--- config.mk ---
export PLATFORM = sky130hd
export DESIGN_NAME = decode_stage
export DESIGN_NICKNAME = d
export VERILOG_FILES = /design/src/rtl/decode_pkg.sv /design/src/rtl/decode_stage_load_scoreboard.sv /design/src/rtl/decode_stage.sv
export SDC_FILE = /design/constraint.sdc
export NUM_CORES = 1
export LEC_CHECK = 0
export BUFFER_PORTS_ARGS = -buffer_cell sky130_fd_sc_hd__clkbuf_2
export CORE_MARGIN = 3
export CORE_UTILIZATION = 41
export CTS_CLUSTER_DIAMETER = 80
export CTS_CLUSTER_SIZE = 14
export DETAILED_ROUTE_END_ITERATION = 8
export GPL_ROUTABILITY_DRIVEN = 0
export PLACE_DENSITY = 0.64
export SETUP_SLACK_MARGIN = 0.5
export SYNTH_ARGS = -nofsm -noshare
export SYNTH_HDL_FRONTEND = slang
export SYNTH_SLANG_ARGS = --single-unit
--- constraint.sdc ---
create_clock -name Clk -period 2.7 [get_ports Clk]
set_clock_uncertainty 0.15 [all_clocks]
set_input_delay 0.405 -clock Clk [delete_from_list [all_inputs] [get_ports Clk]]
set_output_delay 0.405 -clock Clk [all_outputs]
set_load 0.1 [all_outputs]
--- src/rtl/decode_pkg.sv ---
`default_nettype none
// ============================================================================
//  Module   : decode_pkg
//  Purpose  : Shared opcode/ALU encodings, the decoded control bundle type
//             and the pure decode function for the 9-bit ISA.
//  Contents : OPC_* primary opcodes (instr[8:6]), ALU_* opcodes, DEST_*
//             fixed destinations, ctrl_t bundle, decode_fn().
//  Revision : 1.0  initial release
// ============================================================================
package decode_pkg;

    localparam int CTRL_DEST_W = 4;

    // Primary opcode field instr[8:6]
    localparam logic [2:0] OPC_MOVE   = 3'b000;
    localparam logic [2:0] OPC_LOAD   = 3'b001;
    localparam logic [2:0] OPC_STORE  = 3'b010;
    localparam logic [2:0] OPC_REDXOR = 3'b011;
    localparam logic [2:0] OPC_ALUI   = 3'b100;  // addi / lsl
    localparam logic [2:0] OPC_SHPM   = 3'b101;  // lsr / pm
    localparam logic [2:0] OPC_ARITH  = 3'b110;  // add / xor
    localparam logic [2:0] OPC_BRCP   = 3'b111;  // beqr / copy

    // ALU operation codes
    localparam logic [2:0] ALU_ADD  = 3'b000;
    localparam logic [2:0] ALU_CMP  = 3'b001;
    localparam logic [2:0] ALU_XOR  = 3'b010;
    localparam logic [2:0] ALU_RXOR = 3'b011;
    localparam logic [2:0] ALU_PM   = 3'b100;
    localparam logic [2:0] ALU_LSL  = 3'b101;
    localparam logic [2:0] ALU_LSR  = 3'b110;

    // Fixed destinations used by the implicit-register instructions
    localparam logic [CTRL_DEST_W-1:0] DEST_MOVE  = 4'b1000;
    localparam logic [CTRL_DEST_W-1:0] DEST_ACC   = 4'b1001;
    localparam logic [CTRL_DEST_W-1:0] DEST_IMM   = 4'b1010;
    localparam logic [CTRL_DEST_W-1:0] DEST_SHIFT = 4'b1011;

    typedef struct packed {
        logic [2:0]             op;
        logic                   regwrite;
        logic                   memwrite;
        logic                   alusrc;
        logic                   move;
        logic                   copy;
        logic                   load;
        logic                   branch;
        logic                   dsel;
        logic [CTRL_DEST_W-1:0] dest;
    } ctrl_t;

    function automatic ctrl_t decode_fn(input logic [8:0] instr);
        ctrl_t c;
        c = '0;
        case (instr[8:6])
            OPC_MOVE: begin
                c.op = ALU_ADD; c.regwrite = 1'b1; c.move = 1'b1; c.dest = DEST_MOVE;
            end
            OPC_LOAD: begin
                c.op = ALU_ADD; c.regwrite = 1'b1; c.load = 1'b1;
                c.dest = {1'b0, instr[5:3]};
            end
            OPC_STORE: begin
                c.op = ALU_ADD; c.memwrite = 1'b1;
            end
            OPC_REDXOR: begin
                c.op = ALU_RXOR; c.regwrite = 1'b1; c.dest = {1'b0, instr[2:0]};
            end
            OPC_ALUI: begin
                c.regwrite = 1'b1;
                if (instr[5]) begin c.op = ALU_LSL; c.dest = DEST_SHIFT; end
                else          begin c.op = ALU_ADD; c.dest = DEST_IMM;   end
            end
            OPC_SHPM: begin
                c.regwrite = 1'b1;
                if (instr[5]) begin c.op = ALU_PM; c.alusrc = 1'b1; c.dest = DEST_ACC; end
                else          begin c.op = ALU_LSR; c.dest = DEST_SHIFT; end
            end
            OPC_ARITH: begin
                c.regwrite = 1'b1; c.alusrc = 1'b1;
                if (instr[5]) begin c.op = ALU_XOR; c.dest = DEST_SHIFT; end
                else          begin c.op = ALU_ADD; c.dest = DEST_ACC;   end
            end
            OPC_BRCP: begin
                if (instr[5]) begin
                    c.op = ALU_ADD; c.regwrite = 1'b1; c.alusrc = 1'b1;
                    c.copy = 1'b1; c.dsel = 1'b1; c.dest = {1'b0, instr[2:0]};
                end else begin
                    c.op = ALU_CMP; c.branch = 1'b1;
                end
            end
            default: c = '0;
        endcase
        return c;
    endfunction

endpackage
`default_nettype wire

--- src/rtl/decode_stage_load_scoreboard.sv ---
`default_nettype none
// ============================================================================
//  Module   : load_scoreboard
//  Purpose  : Tracks destinations of issued loads for LOAD_LAT cycles so the
//             decode stage can hold back instructions that read them early.
//  Ports    : clk, rst_n      clock, async active-low reset
//             push, push_dest record a load issuing this cycle
//             addr_a, addr_b  source registers to look up
//             hit             either address matches a pending load
//  Revision : 1.0  initial release
// ============================================================================
module load_scoreboard
    import decode_pkg::*;
#(
    parameter int LOAD_LAT = 2,
    parameter int DEST_W   = 4
) (
    input  logic              clk,
    input  logic              rst_n,
    input  logic              push,
    input  logic [DEST_W-1:0] push_dest,
    input  logic [DEST_W-1:0] addr_a,
    input  logic [DEST_W-1:0] addr_b,
    output logic              hit
);

    logic [LOAD_LAT-1:0]             r_v;
    logic [LOAD_LAT-1:0][DEST_W-1:0] r_d;

    // Entry 0 takes this cycle's push (or an empty slot); every entry ages
    // by one each cycle and the oldest simply falls off the end.
    always_ff @(posedge clk or negedge rst_n) begin
        if (!rst_n) begin
            r_v <= '0;
            r_d <= '0;
        end else begin
            for (int i = LOAD_LAT - 1; i > 0; i--) begin
                r_v[i] <= r_v[i-1];
                r_d[i] <= r_d[i-1];
            end
            r_v[0] <= push;
            r_d[0] <= push_dest;
        end
    end

    always_comb begin
        hit = 1'b0;
        for (int i = 0; i < LOAD_LAT; i++) begin
            if (r_v[i] && ((r_d[i] == addr_a) || (r_d[i] == addr_b))) begin
                hit = 1'b1;
            end
        end
    end

endmodule
`default_nettype wire

--- src/rtl/decode_stage.sv ---
`default_nettype none
// ============================================================================
//  Module   : decode_stage
//  Purpose  : Registered decode stage for the 9-bit ISA with valid/ready
//             handshakes, load-use hazard hold-off and branch flush.
//  Ports    : Clk, Reset_n            clock, async active-low reset
//             in_valid/in_ready/in_instr   upstream instruction handshake
//             flush                   kill output bundle, block acceptance
//             out_valid/out_ready     downstream bundle handshake
//             out_op, out_* controls, out_dest/srca/srcb  decoded bundle
//             stall_cnt               saturating count of hazard cycles
//  Revision : 1.0  initial release
// ============================================================================
module decode_stage
    import decode_pkg::*;
#(
    parameter int LOAD_LAT = 2,
    parameter int DEST_W   = 4,
    parameter int CNT_W    = 16
) (
    input  logic              Clk,
    input  logic              Reset_n,
    input  logic              in_valid,
    output logic              in_ready,
    input  logic [8:0]        in_instr,
    input  logic              flush,
    output logic              out_valid,
    input  logic              out_ready,
    output logic [2:0]        out_op,
    output logic              out_regwrite,
    output logic              out_memwrite,
    output logic              out_alusrc,
    output logic              out_move,
    output logic              out_copy,
    output logic              out_load,
    output logic              out_branch,
    output logic              out_dsel,
    output logic [DEST_W-1:0] out_dest,
    output logic [DEST_W-1:0] out_srca,
    output logic [DEST_W-1:0] out_srcb,
    output logic [CNT_W-1:0]  stall_cnt
);

    ctrl_t             w_dec;
    ctrl_t             r_ctrl;
    logic              r_valid;
    logic [DEST_W-1:0] r_srca;
    logic [DEST_W-1:0] r_srcb;
    logic [CNT_W-1:0]  r_stall;

    logic [DEST_W-1:0] w_srca;
    logic [DEST_W-1:0] w_srcb;
    logic [DEST_W-1:0] w_out_dest;
    logic              w_fire;
    logic              w_push;
    logic              w_sb_hit;
    logic              w_pend_hit;
    logic              w_hazard;
    logic              w_ready;
    logic              w_accept;

    assign w_dec      = decode_fn(in_instr);
    assign w_srca     = DEST_W'(in_instr[5:3]);
    assign w_srcb     = DEST_W'(in_instr[2:0]);
    assign w_out_dest = DEST_W'(r_ctrl.dest);

    // A load issues when downstream takes it, even if a flush arrives in the
    // same cycle; a load killed before issue never reaches the scoreboard.
    assign w_fire = r_valid && out_ready;
    assign w_push = w_fire && r_ctrl.load;

    load_scoreboard #(
        .LOAD_LAT (LOAD_LAT),
        .DEST_W   (DEST_W)
    ) u_scoreboard (
        .clk       (Clk),
        .rst_n     (Reset_n),
        .push      (w_push),
        .push_dest (w_out_dest),
        .addr_a    (w_srca),
        .addr_b    (w_srcb),
        .hit       (w_sb_hit)
    );

    // A load still sitting in the output register has not issued yet, so it
    // is invisible to the scoreboard and must be checked separately.
    assign w_pend_hit = r_valid && r_ctrl.load &&
                        ((w_out_dest == w_srca) || (w_out_dest == w_srcb));
    assign w_hazard   = in_valid && (w_sb_hit || w_pend_hit);
    assign w_ready    = Reset_n && !flush && !w_hazard && (!r_valid || out_ready);
    assign w_accept   = in_valid && w_ready;

    always_ff @(posedge Clk or negedge Reset_n) begin
        if (!Reset_n) begin
            r_valid <= 1'b0;
            r_ctrl  <= '0;
            r_srca  <= '0;
            r_srcb  <= '0;
            r_stall <= '0;
        end else begin
            if (flush) begin
                r_valid <= 1'b0;
            end else if (w_accept) begin
                r_valid <= 1'b1;
            end else if (w_fire) begin
                r_valid <= 1'b0;
            end

            // Acceptance implies the register is empty or draining, so the
            // held bundle never changes under back-pressure.
            if (w_accept) begin
                r_ctrl <= w_dec;
                r_srca <= w_srca;
                r_srcb <= w_srcb;
            end

            if (w_hazard && (r_stall != '1)) begin
                r_stall <= r_stall + 1'b1;
            end
        end
    end

    assign in_ready     = w_ready;
    assign out_valid    = r_valid;
    assign out_op       = r_ctrl.op;
    assign out_regwrite = r_ctrl.regwrite;
    assign out_memwrite = r_ctrl.memwrite;
    assign out_alusrc   = r_ctrl.alusrc;
    assign out_move     = r_ctrl.move;
    assign out_copy     = r_ctrl.copy;
    assign out_load     = r_ctrl.load;
    assign out_branch   = r_ctrl.branch;
    assign out_dsel     = r_ctrl.dsel;
    assign out_dest     = w_out_dest;
    assign out_srca     = r_srca;
    assign out_srcb     = r_srcb;
    assign stall_cnt    = r_stall;

endmodule
`default_nettype wire

# After elaboration in Yosys (flattened, before gate mapping)
# Index checks and enable logic that the tools add are counted.
totals:
  ff_bits: 48
op_classes:
  n_eq_ne: 14
  muxes: 24
  addsub: 1
  n_reduce_logical: 25
op_table:
  columns: ["operator", "count"]
  rows:
  - ["4-bit one-hot mux with 7 select lines", 1]
  - ["4-bit by 3-bit equality test with 1-bit output", 6]
  - ["3-bit one-hot mux with 6 select lines", 1]
  - ["16-bit by 1-bit adder with 16-bit output, second input constant", 1]
  - ["16-bit inequality test, second input constant", 1]
  - ["1-bit 2-to-1 mux", 13]
  - ["3-bit equality test, second input constant", 4]
  - ["1-bit logical AND", 12]
  - ["2-bit 2-to-1 mux", 5]
  - ["3-bit by 2-bit equality test with 1-bit output, second input constant", 2]
  - ["6-bit OR reduction", 1]
  - ["1-bit logical OR", 5]
  - ["5-bit 2-to-1 mux", 1]
  - ["1-bit one-hot mux with 2 select lines", 2]
  - ["3-bit by 1-bit equality test with 1-bit output, second input constant", 1]
  - ["1-bit logical NOT", 3]
  - ["3-bit logical NOT", 1]
  - ["3-bit 2-to-1 mux", 1]
  - ["3-bit nonzero test", 1]
  - ["3-bit OR reduction", 1]
  - ["2-bit OR reduction", 1]

# Logic depth before layout (Yosys ltp)
# Gate-level depths: netlist of the first run.
logic_depth:
  ltp_word: 13
  ltp_mapped: 8

# By module
# A second synthesis of the first run with hierarchy kept.
unflattened:
  hier_cells: 222
  hier_area_um2: 2441.1
modules_own_cells:
  columns: ["module", "area_each_um2", "cells_per_inst", "instances"]
  rows:
  - ["decode_stage", 2011.9, 189, 1]
  - ["load_scoreboard", 429.2, 33, 1]

# Worst setup path after synthesis of the first run
# Ideal clock, no wire load.
synth_path:
  kind: "register -> output"
  startpoint: "reg r_ctrl (netlist bit out_dest[3])"
  endpoint: "out in_ready"
  stages_incl_launch_ff: 7
  arrival_ns: 2.589
  required_time_ns: 2.145
  slack_ns: -0.444
  n_path_buf: 1
  cell_sequence: "dfrtp_1 -> and3b_1 -> o2111ai_1 -> nand2_1 -> nor3_4 -> buf_2 -> o21a_1"
synth_via:
  elab_chain_cells: 8
  word_cells_on_any_way: 9
  cone_classes: "eq/ne (2); reduce/logical (7)"
synth_lines:
  columns: ["item", "line_no", "text"]
  rows:
  - ["from (decl)", "decode_stage.sv:45", "ctrl_t r_ctrl;"]
  - ["from (signal assigned)", "decode_stage.sv:112", "r_ctrl <= w_dec;"]
  - ["4-bit by 3-bit equality test with 1-bit output", "decode_stage.sv:88", "((w_out_dest == w_srca) || (w_out_dest == w_srcb));"]
  - ["1-bit logical OR (*)", "decode_stage.sv:88", null]
  - ["1-bit logical AND (*)", "decode_stage.sv:87", "assign w_pend_hit = r_valid && r_ctrl.load &&"]
  - ["1-bit logical OR (*)", "decode_stage.sv:89", "assign w_hazard = in_valid && (w_sb_hit || w_pend_hit);"]
  - ["1-bit logical AND (*)", "decode_stage.sv:89", null]
  - ["1-bit logical NOT (*)", "decode_stage.sv:90", "assign w_ready = Reset_n && !flush && !w_hazard && (!r_valid || out_ready);"]
  - ["1-bit logical AND (*) (2 in series)", "decode_stage.sv:90", null]
  - ["to (decl)", "decode_stage.sv:24", "output logic in_ready,"]
# Every way passes the cells marked *; elsewhere a longest branch is shown, timed or not.

# Final worst setup path of the first run
layout_path:
  startpoint: "reg r_ctrl (netlist bit out_dest[2])"
  endpoint: "out in_ready"
# Same word-level chain as after synthesis.

==> metrics.md, run 1 <==
| Metric | Value |
|---|---|
| Overall die height | `81.8 um` |
| Outcome | `completed` |
| Share of cells above drive strength 1 | `47.6%` |
| Cell row count | `26` |
| Adder-cell share of the synthesized area | `0.531%` |
| Post-synth top cells | `47 x dfrtp_1, 17 x xnor2_1, 16 x mux2_1` |
| CTS root buf | `clkbuf_8` |
| Top cells by area, synth | `dfrtp_1 50%, mux2_1 7.6%, xnor2_1 6.3%` |
| Worst reg2reg path endpoint | `out_load$_DFFE_PN0P_` |
| Post-cts hold buffer count | `0` |
| Ys flop type | `dfrtp_1` |
| Worst r2r src | `out_dest[2]$_DFFE_PN0P_` |
| Post-Synthesis Cell Area | `2360 um^2` |
| Wire per inst | `14.7 um` |
| Synth area leader | `dfrtp_1` |
| Antenna cells | `0` |
| Post-Route WL | `roughly 5000 um` |
| Achievable Freq | `409 MHz` |
| Final hold vios | `0` |
| Clock Pin Slew Worst Setup and Hold Paths | `0.09 ns` |
| Dpl hpwl | `between 3000 and 4000 um` |
| DR DRC count | `0` |
| CP Launch Type | `register` |
| Yosys reg bits | `47` |
| Ports | `55` |
| Synth Area in Compound Gates | `5.79%` |
| Simple logic cell fraction of the synthesized area | `about 17%` |
| Worst Tran Pin Value | `0.597 ns` |
| Sw Share | `40.2%` |
| Cells after Synth | `about 210` |
| Crit path kind | `register to output pin` |
| Relative slew slack | `60.2%` |
| CTS Buf Count | `5` |
| Initial DRT Pass Iterations | `4` |
| Sequential fraction of design power | `between 40 and 50%` |
| Worst-path maximum fanout | `6` |
| Max rail drop VDD | `about 0.52 mV` |
| Final Cycle Share | `between 90% and 100%` |
| Overall routing resource usage | `15.6%` |
| Post-synth EDFFs | `0` |
| Worst R2R Setup Slack | `~0.30 ns` |
| CTS max path bufs | `2` |
| Die X | `81.8 um` |
| Post-synth ARST share | `100%` |
| Largest family of logic cells by synthesized area | `simple AND/OR/NAND/NOR gates` |
| Synth cell types | `41` |
| Yosys top cell area share | `about 50%` |
| TNS Setup | `0 ns` |
| Die area | `6690 um^2` |
| Detail Route Antenna Nets | `0` |
| IO Port Bufs | `52` |
| Vias/cell | `5.13` |
| Top-count cell post-synth | `dfrtp_1` |
| Synth Area in XOR/XNOR | `11.5%` |
| Vias in the first global route | `1621` |
| Syn_area_per_cell | `roughly 11 um^2` |
| Drt first-iter violations | `90` |
| Grt total ovfl | `0` |
| Crit end category | `output pin` |
| Starting density of the core | `44.2%` |
| First-pass GRT wire length | `7900 um` |
| Syn. warnings | `0` |
| Cell area power density | `roughly 690 nW/um^2` |
| Arrival @ worst endpoint | `about 1.9 ns` |
| MaxCap Viol Count | `0` |
| Comb power frac | `33.5%` |
| Pin count of the biggest net entering global routing | `48` |
| Final setup viols | `0` |
| Final #Nets | `283` |
| Total core area | `around 5300 um^2` |
| Sequential element share of the synthesized area | `49.9%` |
| Slew Viols, Final | `0` |
| Multiplexer area fraction after synthesis | `10.8%` |
| Routed vias | `1739` |
| Clock Power Share | `25.8%` |
| CP required | `2.14 ns` |
| Hold Crit Class | `input pin to async pin` |
| H-tree Lvls | `2` |
| CTS tree | `built` |
| Final core occ | `56.9%` |
| Final Hold Slack | `0.0832 ns` |
| Unrepaired setup endpoints after global routing | `yes` |
| Layout area overhead | `28.8%` |
| LEAKAGE | `1.43 nW` |
| Internal Power | `1.25 mW` |
| Initial antenna violation count | `0` |
| Switch Pwr | `~0.84 mW` |
| Final min period | `between 2 and 2.5 ns` |
| Clk_lat worst skew | `0.30 ns` |
| Worst r2r path cells | `7` |
| # clock sinks | `47` |
-- cells by family (layout without fill, tap and decap cells) --
logic type | after synthesis | after routing
and+or+nand+nor | 74 | 74
DFF | 47 | 47
xor gates and xnor gates | 31 | 31
muxes | 23 | 23
buffers and inverters | 19 | 73
AOI/OAI and AO/OA | 18 | 18
adders and majority gates | 1 | 1
other | 1 | 2
-- critical path, cell delays in order (launching register included) --
cell and delay, ns:
dfrtp_4 0.51, and2_4 0.17, o2111ai_2 0.20, nand2_2 0.09
nor3_4 0.20, buf_6 0.13, o21a_4 0.12, buf_12 0.16
-- cell usage in the layout (no fill, tap or decap), drive strengths merged, types with 2 or more instances in the layout --
cell / n
mux2: 19
and2: 2
nand2: 15
nand3: 9
nor2: 14
nor4: 4
nor3b: 2
and3: 4
buf: 7
clkbuf: 57
dfrtp: 47
nor3: 8
nor4b: 3
nand4: 7
a21oi: 3
nor2b: 3
mux2i: 4
conb: 2
o21ai: 6
o2111ai: 2
inv: 6
xor2: 14
clkinv: 2
xnor2: 17
-- registers in the layout (all words and copies together) (netlist names) --
| name | cells |
|---|---|
| out_srcb | 3 |
| out_alusrc | 1 |
| out_copy | 1 |
| out_branch | 1 |
| out_load | 1 |
| out_dest | 4 |
| out_move | 1 |
| u_scoreboard.r_d | 8 |
| stall_cnt | 16 |
| out_memwrite | 1 |
| u_scoreboard.r_v | 2 |
| out_valid | 1 |
| out_srca | 3 |
| out_regwrite | 1 |
| out_op | 3 |
-- per-layer routing --
metal | part of all wire [%] | GRT usage (%) | wire (um)
met2 | 46 | 23.0 | 2290
met4 | 1.1 | 4.49 | 53
met5 | 0 | 0 | 0
met1 | 48 | 22.7 | 2410
met3 | 4.9 | 4.06 | 247
-- worst max-delay path by stage --
stage,startpoint,endpoint,slack (ns),cells past startpoint
after floorplan,out_dest[2]$_DFFE_PN0P_,in_ready,0.30,6
after global placement,in_instr[5],in_ready,0.36,8
after detailed placement,in_instr[5],out_load$_DFFE_PN0P_,0.33,7
after CTS,out_dest[2]$_DFFE_PN0P_,in_ready,0.27,7
after global routing,out_dest[2]$_DFFE_PN0P_,in_ready,0.16,7
final,out_dest[2]$_DFFE_PN0P_,in_ready,0.25,7
-- per-stage QoR --
stage	power, mW	instances	setup slack [ns]	cell area, um^2
after CTS	2.09	336	0.272	2920
after detailed placement	1.56	327	0.326	2780
after global placement	1.55	327	0.357	2780
after global routing	2.18	339	0.164	3030
after floorplan	1.44	215	0.304	2490
final	2.09	339	0.253	3030
-- repair_timing --
item                       4_1_cts  5_1_grt
setup buffers                    1        3
pin swaps                        0        6
resized for setup                2       17
setup endpoints to repair        5       27
-- area by class of cell --
class,instances,area (um^2)
Multi-Input combinational cell,149,1250
Tap cell,70,87.6
Clock buffer,6,82.6
Sequential cell,47,1220
Inverter,7,26.3
Fill cell,481,2300
Timing Repair Buffer,58,337
Clock inverter,2,35.0
-- power groups by stage --
stage / clock network [mW] / logic (mW) / registers (mW)
floorplan: 0 / 0.200 / 1.24
global placement: 0 / 0.688 / 0.866
detailed placement: 0 / 0.691 / 0.867
CTS: 0.548 / 0.693 / 0.854
global route: 0.585 / 0.733 / 0.864
finish: 0.540 / 0.702 / 0.852
Power figures use the tool's default switching activity.
==> inputs of run 2 (changes only) <==
--- a/config.mk
+++ b/config.mk
@@ -6,7 +6,6 @@
 export NUM_CORES = 1
 export LEC_CHECK = 0
 export BUFFER_PORTS_ARGS = -buffer_cell sky130_fd_sc_hd__clkbuf_2
-export CORE_MARGIN = 3
 export CORE_UTILIZATION = 41
 export CTS_CLUSTER_DIAMETER = 80
 export CTS_CLUSTER_SIZE = 14
==> metrics.md, run 2 (synthesized netlist as in run 1, its figures left out) <==
| Metric | Value |
|---|---|
| Outcome | `completed (unchanged)` |
| Starting density of the core | `42.8% (was 44.2%)` |
| Final setup viols | `0 (unchanged)` |
| Ports | `55 (unchanged)` |
| CTS Buf Count | `5 (unchanged)` |
| Post-Route WL | `5020 um (was 5000 um)` |
| Die X | `77.8 um (was 81.8 um)` |
| Worst-path maximum fanout | `7 (was 6)` |
| Hold Crit Class | `input pin to async pin (unchanged)` |
| Max rail drop VDD | `0.429 mV (was 0.520 mV)` |
| Clock Pin Slew Worst Setup and Hold Paths | `0.09 ns (about the same)` |
| Unrepaired setup endpoints after global routing | `yes (unchanged)` |
| Worst reg2reg path endpoint | `out_load$_DFFE_PN0P_ (unchanged)` |
| Share of cells above drive strength 1 | `48.0% (was 47.6%)` |
| LEAKAGE | `1.43 nW (about the same)` |
| Drt first-iter violations | `52 (was 90)` |
| Crit path largest cell delay | `0.51 ns (about the same)` |
| Achievable Freq | `414 MHz (was 409 MHz)` |
| Overall routing resource usage | `17.4% (was 15.6%)` |
| CP top delay family | `flip-flops (unchanged)` |
| Die area | `6050 um^2 (was 6690 um^2)` |
| Worst r2r path cells | `7 (unchanged)` |
| MaxCap Viol Count | `0 (unchanged)` |
| Buf+Inv Stages, Crit Path | `2 (unchanged)` |
| CP max stage cell | `dfrtp_4 (unchanged)` |
| Relative slew slack | `60.9% (was 60.2%)` |
| Layout area overhead | `29.7% (was 28.8%)` |
| Vias in the first global route | `1645 (was 1621)` |
| Total core area | `5510 um^2 (was 5340 um^2)` |
| CTS max path bufs | `2 (unchanged)` |
| Grt total ovfl | `0 (unchanged)` |
| Crit end category | `output pin (unchanged)` |
| Clock Power Share | `24.7% (was 25.8%)` |
| Final min period | `2.42 ns (was 2.45 ns)` |
| Max FFs per register | `16 (unchanged)` |
| Most common cell after layout, fill and taps aside | `clkbuf_2 (unchanged)` |
| Vias/cell | `5.00 (was 5.13)` |
| Sequential fraction of design power | `41.3% (was 40.7%)` |
| Antenna cells | `0 (unchanged)` |
| Internal Power | `1.23 mW (was 1.25 mW)` |
| DR DRC count | `0 (unchanged)` |
| Crit path kind | `register to output pin (unchanged)` |
| Comb power frac | `34.0% (was 33.5%)` |
| Routed vias | `1736 (was 1739)` |
| Crit-path cells | `and2_4 > o2111ai_2 > nand2_2 > nor3_4 > buf_6 > o21a_4 > buf_12 (unchanged)` |
| Cell area power density | `676 nW/um^2 (was 690 nW/um^2)` |
| Place WS | `0.340 ns (was 0.326 ns)` |
| Dpl hpwl | `3320 um (was 3440 um)` |
| Arrival @ worst endpoint | `1.86 ns (was 1.89 ns)` |
| H-tree Lvls | `2 (unchanged)` |
| CP required | `2.14 ns (about the same)` |
| IO Port Bufs | `52 (unchanged)` |
| Pin count of the biggest net entering global routing | `48 (unchanged)` |
| CTS root buf | `clkbuf_8 (unchanged)` |
| Final Cycle Share | `89.5% (was 90.6%)` |
| Overall die height | `77.8 um (was 81.8 um)` |
| Initial antenna violation count | `0 (unchanged)` |
| Post-cts hold buffer count | `0 (unchanged)` |
| Worst Tran Pin Value | `0.587 ns (was 0.597 ns)` |
| Worst R2R Setup Slack | `0.36 ns (was 0.30 ns)` |
| Crit. path cell count | `7 (unchanged)` |
| Final hold vios | `0 (unchanged)` |
| First-pass GRT wire length | `8140 um (was 7900 um)` |
| CP Launch Type | `register (unchanged)` |
| Clk_lat worst skew | `0.30 ns (about the same)` |
| Wire per inst | `14.5 um (was 14.7 um)` |
| Most frequent cells in the layout | `51 x clkbuf_2, 25 x dfrtp_1, 17 x xnor2_1, 17 x dfrtp_2 (unchanged)` |
| Cell row count | `27 (was 26)` |
| Worst r2r src | `out_dest[2]$_DFFE_PN0P_ (unchanged)` |
| Detail Route Antenna Nets | `0 (unchanged)` |
| Sw Share | `40.4% (was 40.2%)` |
| CTS tree | `built (unchanged)` |
| # clock sinks | `47 (unchanged)` |
| Slew Viols, Final | `0 (unchanged)` |
| FILL cells | `478 (was 481)` |
| Final Hold Slack | `0.0775 ns (was 0.0832 ns)` |
| Switch Pwr | `0.835 mW (was 0.841 mW)` |
| Final #Nets | `289 (was 283)` |
| Final worst slack | `0.284 ns (was 0.253 ns)` |
| Initial DRT Pass Iterations | `4 (unchanged)` |
| TNS Setup | `0 ns (unchanged)` |
-- run 2: cell count changes in the layout (fill, tap and decap cells not counted), sizes merged --
| cell | change |
|---|---|
| clkinv | -1 |
| clkbuf | +1 |
| buf | +6 |
-- run 2: per-layer routing --
metal	GRT usage [%]	wire, um	vias up
met5	0	0	-
met4	6.23	75	0
met3	3.76	178	7
met2	26.4	2290	35
met1	24.3	2480	844
li1	-	-	850
-- run 2: layout make-up --
class	instances	area (um^2)	share of cell area [%]
Clock buffer	7	76.3	2.50
Clock inverter	1	30.0	0.982
Inverter	7	26.3	0.860
Multi-Input combinational cell	149	1250	40.9
Sequential cell	47	1220	39.8
Tap cell	72	90.1	2.95
Timing Repair Buffer	64	369	12.1
-- run 2: timing repair --
action | CTS | global route
pin swaps | 0 | 8
setup endpoints to repair | 5 | 30
resized for setup | 2 | 16
setup buffers | 1 | 9
-- run 2: worst max-delay path by stage --
stage	startpoint	end	slack (ns)
3_3_place_gp	in_instr[5]	in_ready	0.37
2_1_floorplan	out_dest[2]$_DFFE_PN0P_	in_ready	0.30
6_report	out_dest[2]$_DFFE_PN0P_	in_ready	0.28
3_5_place_dp	in_instr[5]	in_ready	0.34
5_1_grt	out_dest[2]$_DFFE_PN0P_	in_ready	0.19
4_1_cts	out_dest[2]$_DFFE_PN0P_	in_ready	0.27
-- run 2: per-stage QoR --
step | power [mW] | util [%] | std cells | area [um^2]
final | 2.07 | 55.5 | 347 | 3060
after global placement | 1.55 | 50.5 | 329 | 2780
after floorplan | 1.44 | - | 215 | 2490
after global routing | 2.15 | 55.5 | 347 | 3060
after CTS | 2.07 | 52.8 | 338 | 2910
after detailed placement | 1.56 | 50.5 | 329 | 2780
-- run 2: power groups by stage --
stage                     logic [mW]  registers [mW]  clock network [mW]
after CTS                      0.692           0.855               0.524
after floorplan                0.200            1.24                   0
final                          0.703           0.852               0.511
after detailed placement       0.689           0.869                   0
after global routing           0.731           0.866               0.556
after global placement         0.685           0.866                   0
-- run 2: worst register-to-register path: cells and delay by family, from the launching register on --
kind / cells / cell delay (ns)
mux: 1 / 0.39
flops: 1 / 0.51
compound gates: 1 / 0.19
buf+inv: 1 / 0.13
simple gates: 4 / 0.87
